[config.mk]
export PLATFORM = sky130hd
export DESIGN_NAME = instr_fetch_unit
export DESIGN_NICKNAME = d
export VERILOG_FILES = /design/src/rtl/instr_fetch_unit.sv
export SDC_FILE = /design/constraint.sdc
export NUM_CORES = 1
export LEC_CHECK = 0
export ABC_AREA = 1
export CAP_MARGIN = 10
export CORE_AREA = 2 2 108 136
export CTS_BUF_LIST = sky130_fd_sc_hd__clkbuf_16
export DETAILED_ROUTE_END_ITERATION = 16
export DIE_AREA = 0 0 110 138
export GPL_TIMING_DRIVEN = 0
export MAX_ROUTING_LAYER = met4
export PLACE_DENSITY_LB_ADDON = 0.12
export SLEW_MARGIN = 0
export SYNTH_ARGS = -nofsm -noshare
export SYNTH_HDL_FRONTEND = slang
export SYNTH_SLANG_ARGS = --single-unit
[constraint.sdc]
create_clock -name i_clk -period 4.9 [get_ports i_clk]
set_input_delay 0.735 -clock i_clk [delete_from_list [all_inputs] [get_ports i_clk]]
set_output_delay 0.735 -clock i_clk [all_outputs]
set_load 0.05 [all_outputs]
[src/rtl/instr_fetch_unit.sv]
`default_nettype none
// instr_fetch_unit: owns the fetch PC, issues 1-cycle SRAM reads, buffers words in a prefetch FIFO for decode.
// Optional macro FETCH_PERF_EN adds o_fetch_cnt / o_stall_cnt performance counters.  Rev 1.0
module instr_fetch_unit #(
   parameter int INSTR_WIDTH = 32,
   parameter int ADDR_WIDTH  = 8,
   parameter int RESET_PC    = 0,
   parameter int FIFO_DEPTH  = 2
) (
   input  logic                   i_clk,
   input  logic                   i_rst,
   output logic [ADDR_WIDTH-1:0]  o_mem_addr,
   output logic                   o_mem_req,
   output logic                   o_mem_we,
   input  logic [INSTR_WIDTH-1:0] i_mem_rdata,
   output logic [INSTR_WIDTH-1:0] o_instr,
   output logic [ADDR_WIDTH-1:0]  o_pc,
   output logic                   o_valid,
   input  logic                   i_ready,
   input  logic                   i_redirect,
   input  logic [ADDR_WIDTH-1:0]  i_redirect_pc
`ifdef FETCH_PERF_EN
   ,
   output logic [31:0]            o_fetch_cnt,
   output logic [31:0]            o_stall_cnt
`endif
);

   localparam int PTR_W = (FIFO_DEPTH > 1) ? $clog2(FIFO_DEPTH) : 1;
   localparam int CNT_W = PTR_W + 1;
   localparam logic [CNT_W:0]        DEPTH_C = (CNT_W + 1)'(FIFO_DEPTH);
   localparam logic [ADDR_WIDTH-1:0] PC_RST  = ADDR_WIDTH'(RESET_PC);

   typedef enum logic [0:0] {
      BOOT = 1'b0,
      RUN  = 1'b1
   } state_t;

   state_t                  state;
   state_t                  state_nxt;

   logic [ADDR_WIDTH-1:0]   fetch_pc;
   logic [ADDR_WIDTH-1:0]   inflight_pc;
   logic                    inflight;

   logic [INSTR_WIDTH-1:0]  buf_instr [FIFO_DEPTH];
   logic [ADDR_WIDTH-1:0]   buf_pc    [FIFO_DEPTH];
   logic [PTR_W-1:0]        wr_ptr;
   logic [PTR_W-1:0]        rd_ptr;
   logic [CNT_W-1:0]        count;

   logic                    req;
   logic                    pop;
   logic                    push;
   logic [CNT_W:0]          occupancy;

   assign o_valid    = (count != '0);
   assign o_instr    = buf_instr[rd_ptr];
   assign o_pc       = buf_pc[rd_ptr];
   assign o_mem_addr = fetch_pc;
   assign o_mem_we   = 1'b0;
   assign o_mem_req  = req;

   assign pop  = o_valid & i_ready;
   // A redirect kills the word returning this cycle.
   assign push = inflight & ~i_redirect;

   always_ff @(posedge i_clk or posedge i_rst) begin
      if (i_rst) begin
         state <= BOOT;
      end else begin
         state <= state_nxt;
      end
   end

   always_comb begin
      state_nxt = state;
      req       = 1'b0;
      // Space already promised to buffered and returning words, less the one leaving now.
      occupancy = {1'b0, count} + (CNT_W + 1)'(inflight) - (CNT_W + 1)'(pop);
      case (state)
         BOOT: begin
            state_nxt = RUN;
         end
         RUN: begin
            req = ~i_redirect && (occupancy < DEPTH_C);
         end
         default: begin
            state_nxt = BOOT;
         end
      endcase
   end

   always_ff @(posedge i_clk or posedge i_rst) begin
      if (i_rst) begin
         fetch_pc    <= PC_RST;
         inflight    <= 1'b0;
         inflight_pc <= '0;
         wr_ptr      <= '0;
         rd_ptr      <= '0;
         count       <= '0;
         for (int i = 0; i < FIFO_DEPTH; i++) begin
            buf_instr[i] <= '0;
            buf_pc[i]    <= '0;
         end
      end else if (i_redirect) begin
         fetch_pc <= i_redirect_pc;
         inflight <= 1'b0;
         wr_ptr   <= '0;
         rd_ptr   <= '0;
         count    <= '0;
      end else begin
         inflight <= req;
         if (req) begin
            fetch_pc    <= fetch_pc + ADDR_WIDTH'(1);
            inflight_pc <= fetch_pc;
         end
         if (push) begin
            buf_instr[wr_ptr] <= i_mem_rdata;
            buf_pc[wr_ptr]    <= inflight_pc;
            wr_ptr            <= wr_ptr + PTR_W'(1);
         end
         if (pop) begin
            rd_ptr <= rd_ptr + PTR_W'(1);
         end
         case ({push, pop})
            2'b10:   count <= count + CNT_W'(1);
            2'b01:   count <= count - CNT_W'(1);
            default: count <= count;
         endcase
      end
   end

`ifdef FETCH_PERF_EN
   always_ff @(posedge i_clk or posedge i_rst) begin
      if (i_rst) begin
         o_fetch_cnt <= '0;
         o_stall_cnt <= '0;
      end else begin
         if (pop) begin
            o_fetch_cnt <= o_fetch_cnt + 32'd1;
         end
         if (o_valid && !i_ready) begin
            o_stall_cnt <= o_stall_cnt + 32'd1;
         end
      end
   end
`endif

endmodule
`default_nettype wire

# Word level (Yosys, flattened, before mapping)

Index checks and enable logic that the tools add are counted.
Widths: inputs -> output; s select.

Register bits after elaboration: 102
Bits in latches: 0
RAM bits: 0
Bits in read-only memories: 0
Bits of input ports: 44
Output and inout port bits: 51
Word-level logic and storage cells: 60
Memories: 0

Add/sub/neg operators: 7
Multipliers: 0
Divide/modulo/power cells: 0
Magnitude comparators: 4
Eq/ne operators: 2
Shift operators: 0
Mux-type cells: 22
Bitwise gates (word level): 5
Reductions and logical operators: 9

Operator list:

| operator            | count |
|---|---|
| $mux 32             | 4 |
| $bwmux 64           | 1 |
| $mux 8              | 6 |
| $demux 32 s1        | 1 |
| $bwmux 16           | 1 |
| $add 8x1->8 const B | 1 |
| $demux 8 s1         | 1 |
| $reduce_bool 2->1   | 4 |
| $mux 1              | 6 |
| $ge 2x2->1 const B  | 2 |
| $not 1->2           | 2 |
| $pmux 2 s2          | 1 |
| $reduce_and 2->1    | 2 |
| $add 2x1->3         | 1 |
| $lt 3x2->1 const B  | 1 |
| $reduce_bool 3->1   | 1 |
| $sub 3x1->3         | 1 |
| $add 1x1->1 const B | 2 |
| $add 2x1->2 const B | 1 |
| $and 1x1->1         | 2 |
| $eq 2x1->1 const B  | 1 |
| $eq 2x2->1 const B  | 1 |
| $logic_and 1x1->1   | 2 |
| $lt 2x1->1 const B  | 1 |
| 3 further kinds     | 3 |

# Logic depth before layout (Yosys ltp)

Depth in word-level cells: 8
Mapped depth: 14
Depth with buffers taken out: 14

# Worst setup path after synthesis

Ideal clock, no wire load.

Path type: flip-flop to output port
From: register count[1]
To: output port o_mem_req
Arrival time: 2955 ps
Data required time: 4165 ps
Slack: 1210 ps
Stages on the path, launching flop included: 10
Path buffers: 0
Cells stage by stage: dfrtp_1 -> inv_2 -> nand2_1 -> nand2_1 -> inv_1 -> ha_1 -> or2_2 -> fa_1 -> nand3_1 -> nor2_1

Cells in the longest elaborated chain, start to end: 6

Ends and longest elaborated chain:

| what                     | line | source |
|---|---|---|
| start: declaration       | 50   | `logic [CNT_W-1:0] count;` |
| start signal: assignment | 127  | `2'b10: count <= count + CNT_W'(1);` |
| start signal: assignment | 128  | `2'b01: count <= count - CNT_W'(1);` |
| start signal: assignment | 129  | `default: count <= count;` |
| $reduce_bool 2->1        | 57   | `assign o_valid = (count != '0);` |
| named net o_valid        | 18   | `output logic o_valid,` |
| $and 1x1->1              | 64   | `assign pop = o_valid & i_ready;` |
| $sub 3x1->3              | 80   | `occupancy = {1'b0, count} + (CNT_W + 1)'(inflight) - (CNT_W + 1)'(pop);` |
| $lt 3x2->1               | 86   | `req = ~i_redirect && (occupancy < DEPTH_C);` |
| $logic_and 1x1->1        | 86   |  |
| $mux 1                   | 81   | `case (state)` |
| end: declaration         | 13   | `output logic o_mem_req,` |

The timed path passes the listed nets, and every way through them passes these cells.

# Worst setup path after layout

From: input port i_ready
To: output port o_mem_req

Cells in the longest elaborated chain, start to end: 5

Ends and longest elaborated chain:

| what               | line | source |
|---|---|---|
| start: declaration | 19   | `input logic i_ready,` |
| $and 1x1->1        | 64   |  |
| $sub 3x1->3        | 80   |  |
| $lt 3x2->1         | 86   |  |
| $logic_and 1x1->1  | 86   |  |
| $mux 1             | 81   |  |

Every way passes these cells.

==> impl_metrics.yaml <==
setup_path:
  cp-endpoint: "o_mem_req"
  reg2reg_slack_ns: 2.16
  worstPathMaxFanout: 4
  path_cells: "clkdlybuf4s50_1 -> nand2_1 -> inv_1 -> ha_1 -> or2_2 -> fa_1 -> nand3_1 -> nor2_1 -> clkdlybuf4s50_1"
  crit_arrival_ns: 3.58
  r2r_start: "count[1]"
  crit_type: "input pin to output port"
  cp-end-kind: "output port"
  cp_common_cell: "clkdlybuf4s50_1"
  startpoint: "i_ready"
  required_ns: 4.16
  r2r-end: "inflight_pc[5]"
  r2r_cells: 11
  cp_slowest_stage_delay_ns: 0.81
  cp-start-kind: "input pin"
  cp_slowest_cell: "clkdlybuf4s50_1"
logic_synthesis:
  yosysMostFrequentCell: "nand2_1"
  syn_avg_cell_area_um2: 8.32
  netlist_instances: 572
  yosysUniqueCellTypes: 25
  synth-async-reset-ratio_pct: 100
  synth_area_leaders: "dfrtp_1, nand2_1, o21ai_2"
  synth_top_area_share_pct: 53.7
  synth_nets: 619
  yosysTopAreaCell: "dfrtp_1"
  synthesis.area_um2: 4760
  synthFlopType: "dfrtp_1"
  yosysWarnings: 0
  yosys_register_bits: 102
  synth-seq-area-share_pct: 53.7
  synth_edf_count: 0
  synthTopCellsByCount: "nand2_1, dfrtp_1, inv_1, o21ai_0, o21ai_2"
finish:
  drive_above_1_share_pct: 11.0
  insertedDiodeCount: 0
  postLayoutCellArea_um2: 6220
  fin_nets: 724
  area_delta_synth_final_pct: 30.8
cts:
  clkTransAtPathRegs_ns: 0.07
  clk_latency_ns: 0.34
  cts-root-buf: "clkbuf_16"
  cts_setup_buffers: 0
  ctsResizeCount: 0
  cts.sinks: 102
  cts_tree: "yes"
  clk_path_buf_depth: 2
  cts.htree.levels: 3
  cts_buffers: 9
  ctsHoldBuffers: 0
routing:
  post_drt_wl_per_cell_um: 13.5
  totalWireLength_um: 11600
  route.detailed.drc: 0
  drt_iter0_markers: 173
  dr.pass1.iters: 4
  vias: 3934
  antenna_left: 0
  vias_per_cell: 4.57
global_route:
  grt_overflow: 0
  met1_usage_pct: 21.2
  grt_start_max_net_pins: 62
  grt_pass1_wl_um: 19100
  use_met2_pct: 26.3
  grt-busiest-layer: "met2"
  antenna_found_initial: 0
  grt_pass1_vias: 3754
  grt.total_usage_pct: 16.5
  globalRouteMet3Util_pct: 3.11
placed_design:
  place_area_um2: 5930
  hpwl_um: 8170
  place_congestion: 0.782
  port_buffers: 93
pwr:
  powerDensity_nw_per_um2: 689
  ir_worst_vdd_mv: 0.274
  p_leak_nw: 3.07
sta:
  finalSetupViolCount: 0
  max_freq_ghz: 0.232
  worstMarginPinSlew_ns: 0.783
  timing_hold_violations_final: 0
  fin_crit_sh_pct: 88.1
  relSlewSlack_pct: 47.8
  drv_slew: 0
  rsz0062_at_grt: "no"
  min_period_ns: 4.32
  timing.clock.skew_ns: 0.00741
  tns_ns: 0
die:
  start_util_pct: 33.9
  die-area_um2: 15200
  die_w_um: 110
  io_pins: 95
  core.rowCount: 49
  die_y_um: 138
  coreArea_um2: 14000
hold_path:
  hp-class: "register to register"
  min_from: "buf_instr[62]"
outcome:
  outcome: "completed"
job:
  cap_violations: 0
==> logic make-up (layout without fill, tap and decap cells) <==
group / count (synthesis) / count (layout) / share of synthesized area (%)
xor+xnor: 4 / 4 / 0.737
simple gates: 285 / 285 / 23.4
buf+inv: 83 / 193 / 8.15
flops: 102 / 102 / 53.7
compound gates: 93 / 93 / 13.0
other cells: 2 / 2 / 0.158
fa+ha+maj: 3 / 3 / 0.947
==> metrics by stage <==
stage | hold slack, ns | worst slack [ns] | power (W) | utilization, % | cells
floorplan | 0.453 | 1.21 | 0.00292 | - | 572
global placement | 0.464 | -0.108 | 0.00358 | 42.1 | 843
detailed placement | 0.467 | 0.612 | 0.00362 | 42.3 | 844
CTS | 0.484 | 0.573 | 0.00434 | 44.3 | 860
global route | 0.499 | 0.466 | 0.00457 | 44.3 | 860
finish | 0.481 | 0.581 | 0.00429 | 44.3 | 860
==> cells in the final DEF (no fill, tap or decap), drive strengths merged, types with 2 or more instances in the layout <==
master | netlist | routed
nand2 | 255 | 255
o21ai | 90 | 90
clkinv | 0 | 5
or2 | 2 | 2
conb | 2 | 2
inv | 52 | 52
xor2 | 2 | 2
clkbuf | 19 | 28
nor2 | 8 | 8
ha | 2 | 2
buf | 12 | 13
nand3 | 19 | 19
dfrtp | 102 | 102
xnor2 | 2 | 2
a21oi | 2 | 2
clkdlybuf4s50 | 0 | 93
==> layout make-up <==
type / instances / area [µm²]
fillers: 1447 / 7820
flip-flops and latches: 102 / 2550
multi-input cells: 387 / 1820
repair buffers: 94 / 951
clock buffers: 9 / 225
well taps: 178 / 223
inverters: 52 / 198
plain buffers: 31 / 193
clock inverters: 7 / 65.1
==> worst max-delay path, delay by kind of cell <==
family | cells | cell delay, ns
and+or+nand+nor | 4 | 0.73
buffers and inverters | 3 | 1.41
adders and majority gates | 2 | 0.71
==> worst min path at each step <==
stage,end,slack (ns),cells after the start
after floorplan,buf_instr[0],0.45,2
after global placement,buf_instr[59],0.46,2
after detailed placement,buf_instr[62],0.47,2
after CTS,buf_instr[62],0.48,2
after global routing,buf_instr[52],0.50,2
final,buf_instr[62],0.48,2
==> layer usage <==
layer	part of all wire, %	vias up
li1	-	1979
met1	45	1870
met2	49	78
met3	4.2	7
met4	1.0	0
met5	0	-
==> flip-flops by register name, summed over array words and instances, names as in the netlist <==
signal	cells
rd_ptr	1
inflight	1
buf_pc	16
count	2
o_mem_addr	8
state	1
buf_instr	64
inflight_pc	8
wr_ptr	1
==> power by group <==
| group | internal, W | switching [W] |
|---|---|---|
| Sequential | 0.00120 | 0.000201 |
| Clock | 0.000393 | 0.000313 |
| Combinational | 0.000738 | 0.00144 |
No activity file was read; power rests on OpenSTA's default activity.
